## src/rtl/merlin_pfu_pkg.sv

```systemverilog
// Shared merlin constants used by the prefetch unit and its sub-blocks.
//   PC_INC               : byte increment between sequential instruction words
//   DEFAULT_RESET_VECTOR : default first fetch address after reset
//   INS_W                : instruction word width
package merlin_pfu_pkg;

  localparam int unsigned INS_W = 32;
  localparam int unsigned PC_INC = 4;
  localparam logic [31:0] DEFAULT_RESET_VECTOR = 32'h0000_0000;

endpackage

```

## src/rtl/merlin_pfu_if.sv

```systemverilog
// Fetch-side bus bundle of merlin_pfu: jump redirect, instruction memory
// request/response port and the decode-stage handshake.
//   master : the prefetch unit side (drives requests and decode outputs)
//   slave  : the environment side (memory, execute and decode stages)
interface merlin_pfu_if #(
  parameter int unsigned P_XLEN = 32
);

  logic              jump_i;
  logic [P_XLEN-1:0] jump_addr_i;
  logic              ireqready_i;
  logic              ireqvalid_o;
  logic [P_XLEN-1:0] ireqaddr_o;
  logic              irspvalid_i;
  logic              irsprerr_i;
  logic [31:0]       irspdata_i;
  logic              ids_dav_o;
  logic              ids_ack_i;
  logic [31:0]       ids_ins_o;
  logic              ids_ferr_o;
  logic [P_XLEN-1:0] ids_pc_o;

  modport master (
    input  jump_i, jump_addr_i, ireqready_i, irspvalid_i, irsprerr_i,
           irspdata_i, ids_ack_i,
    output ireqvalid_o, ireqaddr_o, ids_dav_o, ids_ins_o, ids_ferr_o, ids_pc_o
  );

  modport slave (
    output jump_i, jump_addr_i, ireqready_i, irspvalid_i, irsprerr_i,
           irspdata_i, ids_ack_i,
    input  ireqvalid_o, ireqaddr_o, ids_dav_o, ids_ins_o, ids_ferr_o, ids_pc_o
  );

endinterface

```

## src/rtl/merlin_fifo.sv

```systemverilog
// Synchronous FIFO with flush. flush has priority over push and pop.
// The head entry is read straight from storage, so a push is visible on
// rdata only after the clock edge that writes it.
//   clk_i, reset_i : clock, synchronous active-high reset
//   push, wdata    : write an entry (ignored while full)
//   pop            : drop the head entry (ignored while empty)
//   flush          : empty the FIFO
//   rdata          : head entry
//   empty, full    : occupancy flags
//   count          : number of stored entries
module merlin_fifo #(
  parameter  int unsigned P_WIDTH = 8,
  parameter  int unsigned P_DEPTH = 2,
  localparam int unsigned CNT_W   = $clog2(P_DEPTH + 1)
) (
  input  logic               clk_i,
  input  logic               reset_i,
  input  logic               push,
  input  logic               pop,
  input  logic               flush,
  input  logic [P_WIDTH-1:0] wdata,
  output logic [P_WIDTH-1:0] rdata,
  output logic               empty,
  output logic               full,
  output logic [CNT_W-1:0]   count
);

  localparam int unsigned PTR_W = $clog2(P_DEPTH);

  logic [P_WIDTH-1:0] mem [P_DEPTH];
  logic [PTR_W-1:0]   wr_ptr;
  logic [PTR_W-1:0]   rd_ptr;
  logic               do_push;
  logic               do_pop;

  assign empty   = (count == '0);
  assign full    = (count == CNT_W'(P_DEPTH));
  assign do_push = push && !full && !flush;
  assign do_pop  = pop && !empty && !flush;
  assign rdata   = mem[rd_ptr];

  // Pointers wrap naturally because the depth is a power of two.
  always_ff @(posedge clk_i) begin
    if (reset_i || flush) begin
      wr_ptr <= '0;
      rd_ptr <= '0;
      count  <= '0;
    end else begin
      wr_ptr <= wr_ptr + PTR_W'(do_push);
      rd_ptr <= rd_ptr + PTR_W'(do_pop);
      count  <= count + CNT_W'(do_push) - CNT_W'(do_pop);
    end
  end

  // Storage needs no reset; only the pointers define validity.
  always_ff @(posedge clk_i) begin
    if (do_push) begin
      mem[wr_ptr] <= wdata;
    end
  end

endmodule

```

## src/rtl/merlin_pfu.sv

```systemverilog
// Prefetch unit: issues sequential word fetches, buffers in-order responses
// and presents them to the decoder with their PC and fetch-error flag.
// A jump flushes the buffer, redirects fetch and drops every response that
// is still pending for the old stream.
//   clk_i   : clock
//   reset_i : synchronous active-high reset
//   bus     : fetch bundle (jump, memory request/response, decode handshake)
module merlin_pfu
  import merlin_pfu_pkg::*;
#(
  parameter int unsigned       P_XLEN         = 32,
  parameter int unsigned       P_FETCH_DEPTH  = 2,
  parameter logic [P_XLEN-1:0] P_RESET_VECTOR = P_XLEN'(DEFAULT_RESET_VECTOR)
) (
  input  logic        clk_i,
  input  logic        reset_i,
  merlin_pfu_if.master bus
);

  localparam int unsigned CNT_W   = $clog2(P_FETCH_DEPTH + 1);
  localparam int unsigned SUM_W   = CNT_W + 1;
  // Back-to-back jumps can stack stale responses beyond one FIFO's worth.
  localparam int unsigned DISC_W  = CNT_W + 2;
  localparam int unsigned ENTRY_W = INS_W + 1 + P_XLEN;

  logic [P_XLEN-1:0]  req_pc;
  logic [P_XLEN-1:0]  rsp_pc;
  logic [CNT_W-1:0]   outstanding;
  logic [DISC_W-1:0]  discard;
  logic [CNT_W-1:0]   fifo_count;
  logic               fifo_empty;
  logic               fifo_full;
  logic [ENTRY_W-1:0] fifo_wdata;
  logic [ENTRY_W-1:0] fifo_rdata;

  logic [P_XLEN-1:0]  jump_tgt;
  logic [P_XLEN-1:0]  reset_pc;
  logic [SUM_W-1:0]   inflight;
  logic               req_valid_c;
  logic               req_fire;
  logic               rsp_live;
  logic               rsp_stale;
  logic               fifo_push;
  logic               fifo_pop;

  assign jump_tgt = bus.jump_addr_i & ~P_XLEN'(3);
  assign reset_pc = P_RESET_VECTOR & ~P_XLEN'(3);

  // Request window: buffered entries plus live in-flight requests.
  assign inflight    = SUM_W'(fifo_count) + SUM_W'(outstanding);
  assign req_valid_c = !bus.jump_i && (inflight < SUM_W'(P_FETCH_DEPTH));
  assign req_fire    = req_valid_c && bus.ireqready_i;

  // Responses belong to the stale stream while discard is non-zero.
  assign rsp_live  = bus.irspvalid_i && (discard == '0);
  assign rsp_stale = bus.irspvalid_i && (discard != '0);
  assign fifo_push = rsp_live && !bus.jump_i;
  assign fifo_pop  = !fifo_empty && bus.ids_ack_i && !bus.jump_i;

  assign fifo_wdata = {bus.irspdata_i, bus.irsprerr_i, rsp_pc};

  merlin_fifo #(
    .P_WIDTH(ENTRY_W),
    .P_DEPTH(P_FETCH_DEPTH)
  ) u_fifo (
    .clk_i  (clk_i),
    .reset_i(reset_i),
    .push   (fifo_push),
    .pop    (fifo_pop),
    .flush  (bus.jump_i),
    .wdata  (fifo_wdata),
    .rdata  (fifo_rdata),
    .empty  (fifo_empty),
    .full   (fifo_full),
    .count  (fifo_count)
  );

  assign bus.ireqvalid_o = req_valid_c;
  assign bus.ireqaddr_o  = req_pc;
  assign bus.ids_dav_o   = !fifo_empty;
  assign bus.ids_ins_o   = fifo_rdata[ENTRY_W-1 -: INS_W];
  assign bus.ids_ferr_o  = fifo_rdata[P_XLEN];
  assign bus.ids_pc_o    = fifo_rdata[P_XLEN-1:0];

  // Fetch/response PCs and the live/stale in-flight counters.
  always_ff @(posedge clk_i) begin
    if (reset_i) begin
      req_pc      <= reset_pc;
      rsp_pc      <= reset_pc;
      outstanding <= '0;
      discard     <= '0;
    end else if (bus.jump_i) begin
      // Everything pending becomes stale; a response this cycle is dropped.
      req_pc      <= jump_tgt;
      rsp_pc      <= jump_tgt;
      outstanding <= '0;
      discard     <= DISC_W'(outstanding) + discard - DISC_W'(bus.irspvalid_i);
    end else begin
      if (req_fire) begin
        req_pc <= req_pc + P_XLEN'(PC_INC);
      end
      if (fifo_push) begin
        rsp_pc <= rsp_pc + P_XLEN'(PC_INC);
      end
      outstanding <= outstanding + CNT_W'(req_fire) - CNT_W'(rsp_live);
      if (rsp_stale) begin
        discard <= discard - DISC_W'(1);
      end
    end
  end

  // Memory-side and internal protocol checks.
  a_rsp_expected: assert property (@(posedge clk_i) disable iff (reset_i)
    bus.irspvalid_i |-> (outstanding != '0 || discard != '0));

  a_no_push_full: assert property (@(posedge clk_i) disable iff (reset_i)
    fifo_push |-> !fifo_full);

  a_window: assert property (@(posedge clk_i) disable iff (reset_i)
    inflight <= SUM_W'(P_FETCH_DEPTH));

  a_discard_range: assert property (@(posedge clk_i) disable iff (reset_i)
    bus.jump_i |-> (({1'b0, discard} + (DISC_W + 1)'(outstanding)) < (DISC_W + 1)'(2 ** DISC_W)));

endmodule

```

## src/flat_wrapper.sv

```systemverilog
// flat-port wrapper written by rule: the top's interface ports become plain ports
module merlin_pfu_flat import merlin_pfu_pkg::*;
#(
  parameter int unsigned       P_XLEN         = 32,
  parameter int unsigned       P_FETCH_DEPTH  = 2,
  parameter logic [P_XLEN-1:0] P_RESET_VECTOR = P_XLEN'(DEFAULT_RESET_VECTOR)
)
  (clk_i, reset_i, bus_jump_i, bus_jump_addr_i, bus_ireqready_i, bus_irspvalid_i, bus_irsprerr_i, bus_irspdata_i, bus_ids_ack_i, bus_ireqvalid_o, bus_ireqaddr_o, bus_ids_dav_o, bus_ids_ins_o, bus_ids_ferr_o, bus_ids_pc_o);
  merlin_pfu_if #(.P_XLEN(P_XLEN)) bus_i ();
  input  logic clk_i;
  input  logic reset_i;
  input wire logic [$bits(bus_i.jump_i)-1:0] bus_jump_i;
  input wire logic [$bits(bus_i.jump_addr_i)-1:0] bus_jump_addr_i;
  input wire logic [$bits(bus_i.ireqready_i)-1:0] bus_ireqready_i;
  input wire logic [$bits(bus_i.irspvalid_i)-1:0] bus_irspvalid_i;
  input wire logic [$bits(bus_i.irsprerr_i)-1:0] bus_irsprerr_i;
  input wire logic [$bits(bus_i.irspdata_i)-1:0] bus_irspdata_i;
  input wire logic [$bits(bus_i.ids_ack_i)-1:0] bus_ids_ack_i;
  output wire logic [$bits(bus_i.ireqvalid_o)-1:0] bus_ireqvalid_o;
  output wire logic [$bits(bus_i.ireqaddr_o)-1:0] bus_ireqaddr_o;
  output wire logic [$bits(bus_i.ids_dav_o)-1:0] bus_ids_dav_o;
  output wire logic [$bits(bus_i.ids_ins_o)-1:0] bus_ids_ins_o;
  output wire logic [$bits(bus_i.ids_ferr_o)-1:0] bus_ids_ferr_o;
  output wire logic [$bits(bus_i.ids_pc_o)-1:0] bus_ids_pc_o;
  assign bus_i.jump_i = bus_jump_i;
  assign bus_i.jump_addr_i = bus_jump_addr_i;
  assign bus_i.ireqready_i = bus_ireqready_i;
  assign bus_i.irspvalid_i = bus_irspvalid_i;
  assign bus_i.irsprerr_i = bus_irsprerr_i;
  assign bus_i.irspdata_i = bus_irspdata_i;
  assign bus_i.ids_ack_i = bus_ids_ack_i;
  assign bus_ireqvalid_o = bus_i.ireqvalid_o;
  assign bus_ireqaddr_o = bus_i.ireqaddr_o;
  assign bus_ids_dav_o = bus_i.ids_dav_o;
  assign bus_ids_ins_o = bus_i.ids_ins_o;
  assign bus_ids_ferr_o = bus_i.ids_ferr_o;
  assign bus_ids_pc_o = bus_i.ids_pc_o;
  merlin_pfu #(.P_XLEN(P_XLEN), .P_FETCH_DEPTH(P_FETCH_DEPTH), .P_RESET_VECTOR(P_RESET_VECTOR)) u_core (.clk_i(clk_i), .reset_i(reset_i), .bus(bus_i));
endmodule
```

## config.mk

```make
export PLATFORM = sky130hd
export DESIGN_NAME = merlin_pfu_flat
export DESIGN_NICKNAME = d
export VERILOG_FILES = /design/src/rtl/merlin_pfu_pkg.sv /design/src/rtl/merlin_pfu_if.sv /design/src/rtl/merlin_fifo.sv /design/src/rtl/merlin_pfu.sv /design/src/flat_wrapper.sv
export SDC_FILE = /design/constraint.sdc
export NUM_CORES = 1
export LEC_CHECK = 0
export CAP_MARGIN = 20
export CORE_UTILIZATION = 45
export DETAILED_ROUTE_END_ITERATION = 8
export PLACE_DENSITY = 0.83
export SKIP_CTS_REPAIR_TIMING = 1
export SLEW_MARGIN = 20
export SYNTH_ARGS = -nofsm -noshare
export SYNTH_HDL_FRONTEND = slang
export SYNTH_SLANG_ARGS = --single-unit
export TNS_END_PERCENT = 20
```

## constraint.sdc

```tcl
create_clock -name clk_i -period 3.3 [get_ports clk_i]
set_clock_uncertainty 0.05 [all_clocks]
set_input_delay 0.495 -clock clk_i [delete_from_list [all_inputs] [get_ports clk_i]]
set_output_delay 0.495 -clock clk_i [all_outputs]
set_load 0.01 [all_outputs]
```

==> flow_summary.toml, run 1 <==
[timing]
slew_viol_final = 0
fmax_mhz = 347
totalNegativeSetupSlack_ps = 0
slew_headroom_pct = 46.9
setup_slack_ps = 420
worstMarginPinSlew_ps = 797
rsz0062_at_grt = "no"
final.min_clock_period_ps = 2880
setup_viol = 0
hold_viol = 0
fin_crit_sh_pct = 87.3

[synthesis]
synth_area_leaders = "edfxtp_1 (43%), dfxtp_1 (16%), mux2_2 (8.1%)"
yosysWarningCount = 0
synth_top_area_share_pct = 43.5
synth_cell_types = 53
syn_inst = 703
avgSynthCellArea_um2 = 12.4
ys_seq_area_share_pct = 59.5
post_synth_instance_area_um2 = 8710
yosysMostFrequentCell = "edfxtp_1"
synth_area_leader_cell = "edfxtp_1"
async_flop_share_pct = 0
ys_seq_elements = 196
synth-edff-count = 126
synthFlopType = "edfxtp_1"
synthTopCellsByCount = "edfxtp_1 (126), dfxtp_1 (70), mux2_2 (63), inv_1 (38), clkbuf_1 (33)"

[global_route]
grtUsageMet3_pct = 3.97
grt_usage_pct = 19.8
grt_first_pass_wirelength_um = 30600
grt_pass1_vias = 5958
antenna_found_initial = 0
grt_use_met1_pct = 27.0
grt_max_degree = 79
grt-busiest-layer = "met2"
grt_remaining_overflow = 0
use_met2_pct = 31.3

[worst_setup_path]
r2r-start = "u_core.u_fifo.count[0]$_SDFF_PP0_"
critPathLaunch = "u_core.u_fifo.count[0]$_SDFF_PP0_"
required_ps = 3610
ff2ff_setup_slack_ps = 420
path_class = "reg2reg"
worstReg2RegEnd = "u_core.bus.ireqaddr_o[19]$_SDFFE_PP0P_"
worstSetupEndpointType = "flop"
start_kind = "flop"
r2r_cells = 7
cp.arrival_ps = 3190
crit_path_end = "u_core.bus.ireqaddr_o[19]$_SDFFE_PP0P_"
worstPathMaxFanout = 9

[final_layout]
antenna_cells = 0
final_cells = 1132
n_fill_cell = 1506
seqCellArea_um2 = 5190
multi_input_area_um2 = 3220
nets = 949
layout.core_utilization_pct = 59.6
layout-drive-gt1-share_pct = 14.1
area_growth_syn_to_layout_pct = 28.9

[clock_tree]
ctsLongestPathBuffers = 2
clk_pin_slew_ps = 70
numClockSinks = 196
clock_latency_ps = 430
cts-root-buf = "clkbuf_16"
cts_tree = "done"
h-tree-depth = 4
cts_buffers = 17

[drt]
wl_um = 19200
drc_errors = 0
vias_per_cell = 5.46
vias = 6176
wl_per_cell_um = 17.0
ant_nets = 0
drtIter0Drc = 388
dr.pass1.iters = 5

[floorplan]
core_um2 = 18800
fp.dieArea_um2 = 19900
pin_count = 170
num_rows = 50
dieWidth_um = 141
start_util_pct = 46.2
die_h_um = 141

[placement]
port_buffers = 163
place_congestion = 0.839
dp_worst_setup_slack_ps = 414
place_hpwl_um = 13100
dp_cells = 1101

[pwr]
ir_worst_vdd_mv = 0.333
leakagePower_nw = 3.87
power_density_nw_per_um2 = 520

[job]
maxCapViolations = 0

[outcome]
status = "finished, final reports clean"

[worst_hold_path]
hp-class = "in2reg"
min_path_cells = 2
==> power breakdown <==
group | total [mW] | internal (mW) | leakage (nW) | switching, mW
Combinational | 0.904 | 0.480 | 1.86 | 0.424
Sequential | 2.89 | 2.78 | 1.73 | 0.109
Clock | 2.05 | 1.12 | 0.273 | 0.922
Total | 5.84 | 4.38 | 3.87 | 1.46
==> how the worst min path moves through the flow <==
stage	from	end	slack [ps]
2_1_floorplan	u_core.rsp_pc[31]$_SDFFE_PP0P_	u_core.u_fifo.mem[0][31]$_DFFE_PP_	400
3_3_place_gp	u_core.rsp_pc[31]$_SDFFE_PP0P_	u_core.u_fifo.mem[0][31]$_DFFE_PP_	410
6_report	bus_jump_i	u_core.u_fifo.count[1]$_SDFF_PP0_	300
5_1_grt	bus_jump_i	u_core.u_fifo.count[1]$_SDFF_PP0_	300
3_5_place_dp	u_core.rsp_pc[31]$_SDFFE_PP0P_	u_core.u_fifo.mem[0][31]$_DFFE_PP_	430
4_1_cts	bus_jump_i	u_core.u_fifo.count[1]$_SDFF_PP0_	280
==> final cells by class <==
cell class | count | area share, %
flip-flops and latches | 196 | 46.2
well taps | 260 | 2.90
clock inverters | 14 | 1.37
repair buffers | 177 | 15.8
multi-input cells | 429 | 28.7
clock buffers | 17 | 3.79
inverters | 39 | 1.30
==> stage by stage <==
| stage | cell area, um^2 | power (mW) | hold WS [ps] |
|---|---|---|---|
| CTS | 11200 | 5.87 | 281 |
| finish | 11200 | 5.84 | 303 |
| detailed placement | 10600 | 3.84 | 429 |
| global placement | 10600 | 3.81 | 414 |
| global route | 11200 | 6.08 | 297 |
| floorplan | 8720 | 3.42 | 398 |
==> cell usage in the layout (no fill, tap or decap), types with 19 or more instances in the layout <==
cell type,n
a211oi_1,24
a21oi_1,25
and4_1,20
clkdlybuf4s50_1,162
dfxtp_1,69
edfxtp_1,126
inv_1,38
mux2_2,63
nand2_1,30
nand4_1,19
nor2_1,23
nor3_1,27
==> cell families (layout without fill, tap and decap cells) <==
| family | after synthesis | count (layout) | synth area share (%) |
|---|---|---|---|
| flops | 196 | 196 | 59.5 |
| xor+xnor | 25 | 25 | 2.51 |
| compound gates | 127 | 127 | 10.4 |
| fa+ha+maj | 18 | 18 | 2.76 |
| buf+inv | 81 | 247 | 3.76 |
| simple gates | 191 | 191 | 12.7 |
| other cells | 1 | 4 | 0.0431 |
| mux | 64 | 64 | 8.26 |
==> critical path, cell delays in order, from the launching register on <==
cell and delay [ps]:
dfxtp_1 350, inv_1 60, nor2_1 130, fa_1 460, nor4b_2 610, nand4_1 470, or4_1 520, a31oi_1 160
==> sequential cells by signal (all words and copies together), names as in the netlist <==
register               count
u_core.outstanding         2
u_core.rsp_pc             30
u_core.u_fifo.wr_ptr       1
u_core.u_fifo.rd_ptr       1
u_core.u_fifo.mem        126
u_core.discard             4
u_core.bus.ireqaddr_o     30
u_core.u_fifo.count        2
==> metal layers <==
metal | share of wire [%] | up-vias
li1 | - | 2991
met1 | 47 | 2939
met2 | 46 | 217
met3 | 5.6 | 29
met4 | 1.7 | 0
met5 | 0 | -
No activity file was read; power rests on OpenSTA's default activity.
==> inputs of run 2 (changes only) <==
--- a/config.mk
+++ b/config.mk
@@ -6,9 +6,9 @@
 export NUM_CORES = 1
 export LEC_CHECK = 0
 export CAP_MARGIN = 20
-export CORE_UTILIZATION = 45
+export CORE_UTILIZATION = 47
 export DETAILED_ROUTE_END_ITERATION = 8
-export PLACE_DENSITY = 0.83
+export PLACE_DENSITY = 0.85
 export SKIP_CTS_REPAIR_TIMING = 1
 export SLEW_MARGIN = 20
 export SYNTH_ARGS = -nofsm -noshare
==> flow_summary.toml, run 2 (synthesis gave the netlist of run 1 again) <==
[drt]
ant_nets = 0
vias = 6160
vias_per_cell = 5.59
drc_errors = 30
drtIter0Drc = 372
wl_um = 19000
wl_per_cell_um = 17.3
dr.pass1.iters = 6

[worst_setup_path]
cp.arrival_ps = 3200
start_kind = "flop"
worstPathMaxFanout = 9
ff2ff_setup_slack_ps = 420
required_ps = 3610
path_class = "reg2reg"
r2r_cells = 7
r2r-start = "u_core.u_fifo.count[0]$_SDFF_PP0_"
worstSetupEndpointType = "flop"
worstReg2RegEnd = "u_core.bus.ireqaddr_o[19]$_SDFFE_PP0P_"

[timing]
setup_slack_ps = 416
slew_viol_final = 0
whs_ps = 333
setup_viol = 0
worstMarginPinSlew_ps = 772
rsz0062_at_grt = "no"
final.min_clock_period_ps = 2880
hold_viol = 0
totalNegativeSetupSlack_ps = 0
fin_crit_sh_pct = 87.4
slew_headroom_pct = 48.6
fmax_mhz = 347

[final_layout]
largest_reg_flops = 126
nets = 948
top_register = "u_core.u_fifo.mem"
layout_common_cells = "clkdlybuf4s50_1 (162), edfxtp_1 (126), dfxtp_1 (69), mux2_2 (63), inv_1 (38)"
multi_input_area_um2 = 3220
seqCellArea_um2 = 5190
n_fill_cell = 1349
final_cells = 1101
layout-drive-gt1-share_pct = 13.5
area_growth_syn_to_layout_pct = 28.4
final_common_cell = "clkdlybuf4s50_1"
antenna_cells = 0
fin_area_um2 = 11200

[global_route]
antenna_found_initial = 0
grt_first_pass_wirelength_um = 30900
grt_usage_pct = 20.5
grt_max_degree = 76
grt_pass1_vias = 5931
grt_remaining_overflow = 0

[worst_hold_path]
min_path_cells = 2
hp-class = "in2reg"
min_to = "u_core.u_fifo.count[1]$_SDFF_PP0_"
hp-start = "bus_jump_i"

[floorplan]
start_util_pct = 48.1
pin_count = 170
core_um2 = 18100
num_rows = 49
dieWidth_um = 138
fp.dieArea_um2 = 19100
die_h_um = 138

[clock_tree]
numClockSinks = 196
cts_buffers = 17
cts-root-buf = "clkbuf_16"
clk_pin_slew_ps = 70
cts_tree = "done"
h-tree-depth = 4
clock_latency_ps = 430
ctsLongestPathBuffers = 2

[pwr]
intPower_mw = 4.45
p_sw_mw = 1.41
combinationalPowerShare_pct = 15.5
leakagePower_nw = 3.87
power_density_nw_per_um2 = 525
swShare_pct = 24.1
ir_worst_vdd_mv = 0.362
seqPwrFrac_pct = 49.2
p_clk_share_pct = 35.3

[outcome]
violations = "DRC"
status = "complete, but fails checks"

[job]
maxCapViolations = 0

[placement]
port_buffers = 163
dp_cells = 1069
post_dp_cell_area_um2 = 10600
dp_worst_setup_slack_ps = 360
place_congestion = 0.852
place_hpwl_um = 13000
[run 2: changes by cell type in the layout (fill, tap and decap cells not counted), sizes merged]
cell	change
clkinv	+4
inv	-3
clkinvlp	-3
buf	-1
bufinv	+1
clkbuf	+2
[run 2: power by group through the flow]
stage | Sequential [mW] | Clock [mW] | Combinational (mW)
after floorplan | 2.92 | 0 | 0.501
after global placement | 2.93 | 0 | 0.877
after detailed placement | 2.94 | 0 | 0.909
after CTS | 2.88 | 2.12 | 0.917
after global routing | 2.91 | 2.21 | 0.997
final | 2.89 | 2.07 | 0.907
[run 2: worst max-delay path, stage by stage (launching register included)]
cell	delay, ps
dfxtp_1	350
inv_1	60
nor2_1	120
fa_1	460
nor4b_2	590
nand4_1	480
or4_1	540
a31oi_1	160
[run 2: layout make-up]
class                   instances  area share [%]
multi-input cells             429            28.8
well taps                     229            2.56
clock buffers                  19            3.87
repair buffers                176            15.7
inverters                      39            1.31
clock inverters                13            1.41
flip-flops and latches        196            46.4
[run 2: through the flow]
stage               total power, mW  utilization [%]
floorplan                      3.42                -
global placement               3.80             58.5
detailed placement             3.85             58.5
CTS                            5.92             61.8
global route                   6.11             61.8
finish                         5.86             61.8
[run 2: worst max-delay path by stage]
stage | start | end | slack, ps | cells after the start
finish | u_core.u_fifo.count[0]$_SDFF_PP0_ | u_core.bus.ireqaddr_o[19]$_SDFFE_PP0P_ | 420 | 7
global route | u_core.u_fifo.count[0]$_SDFF_PP0_ | u_core.bus.ireqaddr_o[19]$_SDFFE_PP0P_ | 150 | 7
CTS | u_core.u_fifo.count[0]$_SDFF_PP0_ | u_core.bus.ireqaddr_o[19]$_SDFFE_PP0P_ | 370 | 7
detailed placement | u_core.u_fifo.count[0]$_SDFF_PP0_ | u_core.bus.ireqaddr_o[19]$_SDFFE_PP0P_ | 360 | 7
global placement | bus_irspvalid_i | u_core.u_fifo.count[1]$_SDFF_PP0_ | 520 | 11
floorplan | bus_jump_i | u_core.u_fifo.mem[1][10]$_DFFE_PP_ | 120 | 5
[run 2: routing by layer]
layer,global-route usage [%],up-vias,part of all wire [%]
li1,-,2988,-
met1,28.3,2953,46
met2,32.5,202,48
met3,4.02,17,5.4
met4,7.04,0,1.1
met5,0,-,0
==> inputs of run 3 (changes only) <==
==> constraint.sdc (replaced) <==
create_clock -name clk_i -period 3.3 [get_ports clk_i]
set_clock_uncertainty 0.05 [all_clocks]
set_input_delay 0.495 -clock clk_i [delete_from_list [all_inputs] [get_ports clk_i]]
set_output_delay 0.495 -clock clk_i [all_outputs]
set_load 0.1 [all_outputs]
==> flow_summary.toml, run 3 (synthesis gave the netlist of run 1 again) <==
[outcome]
status = "complete, but fails checks"
violations = "DRC"

[floorplan]
core_um2 = 18100
fp.dieArea_um2 = 19100
die_h_um = 138
num_rows = 49
pin_count = 170
dieWidth_um = 138
start_util_pct = 48.1

[placement]
port_buffers = 163
place_hpwl_um = 13100
place_congestion = 0.843
post_dp_cell_area_um2 = 10400

[final_layout]
layout_common_cells = "edfxtp_1 (126), buf_4 (106), dfxtp_1 (69), clkdlybuf4s50_1 (67), mux2_2 (63)"
seqCellArea_um2 = 5190
nets = 951
n_fill_cell = 1428
layout-drive-gt1-share_pct = 25.4
area_growth_syn_to_layout_pct = 26.1
final_common_cell = "edfxtp_1"
top_register = "u_core.u_fifo.mem"
fin_area_um2 = 11000
largest_reg_flops = 126
multi_input_area_um2 = 3220
antenna_cells = 0

[drt]
drc_errors = 30
wl_per_cell_um = 16.9
drtIter0Drc = 368
vias_per_cell = 5.54
dr.pass1.iters = 7
ant_nets = 0
wl_um = 18700
vias = 6112

[global_route]
grt_pass1_vias = 5803
antenna_found_initial = 0
grt_remaining_overflow = 0
grt_usage_pct = 19.9
grt_first_pass_wirelength_um = 30000
grt_max_degree = 64

[clock_tree]
clk_pin_slew_ps = 70
cts_tree = "done"
numClockSinks = 196
cts_buffers = 17
ctsLongestPathBuffers = 2
h-tree-depth = 4
clock_latency_ps = 420
cts-root-buf = "clkbuf_16"

[timing]
rsz0062_at_grt = "no"
worstMarginPinSlew_ps = 519
slew_headroom_pct = 65.3
final.min_clock_period_ps = 2630
slew_viol_final = 0
totalNegativeSetupSlack_ps = 0
fin_crit_sh_pct = 79.6
hold_viol = 0
whs_ps = 343
fmax_mhz = 381
setup_viol = 0

[worst_hold_path]
hp-start = "bus_jump_i"
hp-class = "in2reg"

[worst_setup_path]
worst-path-buf-inv = 2
cpMaxStageDelayCell = "fa_1"
path_class = "reg2reg"
critical_path.top_delay_family = "simple AND/OR/NAND/NOR gates"
critical-path-max-stage-delay_ps = 470
worstPathMaxFanout = 12
cp_common_cell = "nor2_1"
start_kind = "flop"
required_ps = 3540
worstPathCellList = "inv_1 -> nor2_1 -> fa_1 -> nor4b_2 -> buf_4 -> nand4_1 -> nor2_1 -> a211oi_1"
worstSetupEndpointType = "flop"
cp.arrival_ps = 2860
critPathLaunch = "u_core.u_fifo.count[0]$_SDFF_PP0_"
r2r-start = "u_core.u_fifo.count[0]$_SDFF_PP0_"

[job]
maxCapViolations = 0

[pwr]
ir_worst_vdd_mv = 0.501
leakagePower_nw = 3.99
power_density_nw_per_um2 = 582
run 3: worst reg2reg max path, cell delays in order (launching register included):
cell and delay (ps):
dfxtp_1 350, inv_1 60, nor2_1 140, fa_1 470
nor4b_2 260, buf_4 230, nand4_1 340, nor2_1 470
a211oi_1 130
run 3: stage by stage:
stage                     util [%]  instances  total power [mW]  setup slack (ps)
after floorplan                  -        706              4.10               118
after global placement        57.6       1072              4.46               487
after detailed placement      57.6       1072              4.49               455
after CTS                     60.7       1104              6.44               679
after global routing          60.7       1104              6.64               489
final                         60.7       1104              6.39               672
run 3: report_power, final:
part / switching, mW / leakage (nW) / total [mW] / internal [mW]
Sequential: 0.109 / 1.73 / 2.88 / 2.78
Clock: 0.959 / 0.278 / 1.96 / 1.00
Combinational: 1.10 / 1.99 / 1.55 / 0.451
run 3: final timing paths:
check | depth (start not counted) | slack, ps | end
setup reg to reg | 8 | 670 | u_core.bus.ireqaddr_o[27]$_SDFFE_PP0P_
hold reg to reg | 0 | 440 | u_core.u_fifo.mem[0][31]$_DFFE_PP_
hold / removal | 2 | 340 | u_core.u_fifo.rd_ptr$_SDFF_PP0_
setup / recovery | 8 | 670 | u_core.bus.ireqaddr_o[27]$_SDFFE_PP0P_
run 3: area by class of cell:
type                    count  area share, %
clock buffers              17           3.87
inverters                  39           1.33
repair buffers            179           14.3
well taps                 229           2.61
flip-flops and latches    196           47.2
multi-input cells         429           29.3
clock inverters            15           1.30
run 3: metal layers:
metal  track usage, %  wire length (um)
met1             27.5              8520
met2             31.2              8610
met3             4.50              1340
met4             6.45               227
met5                0                 0
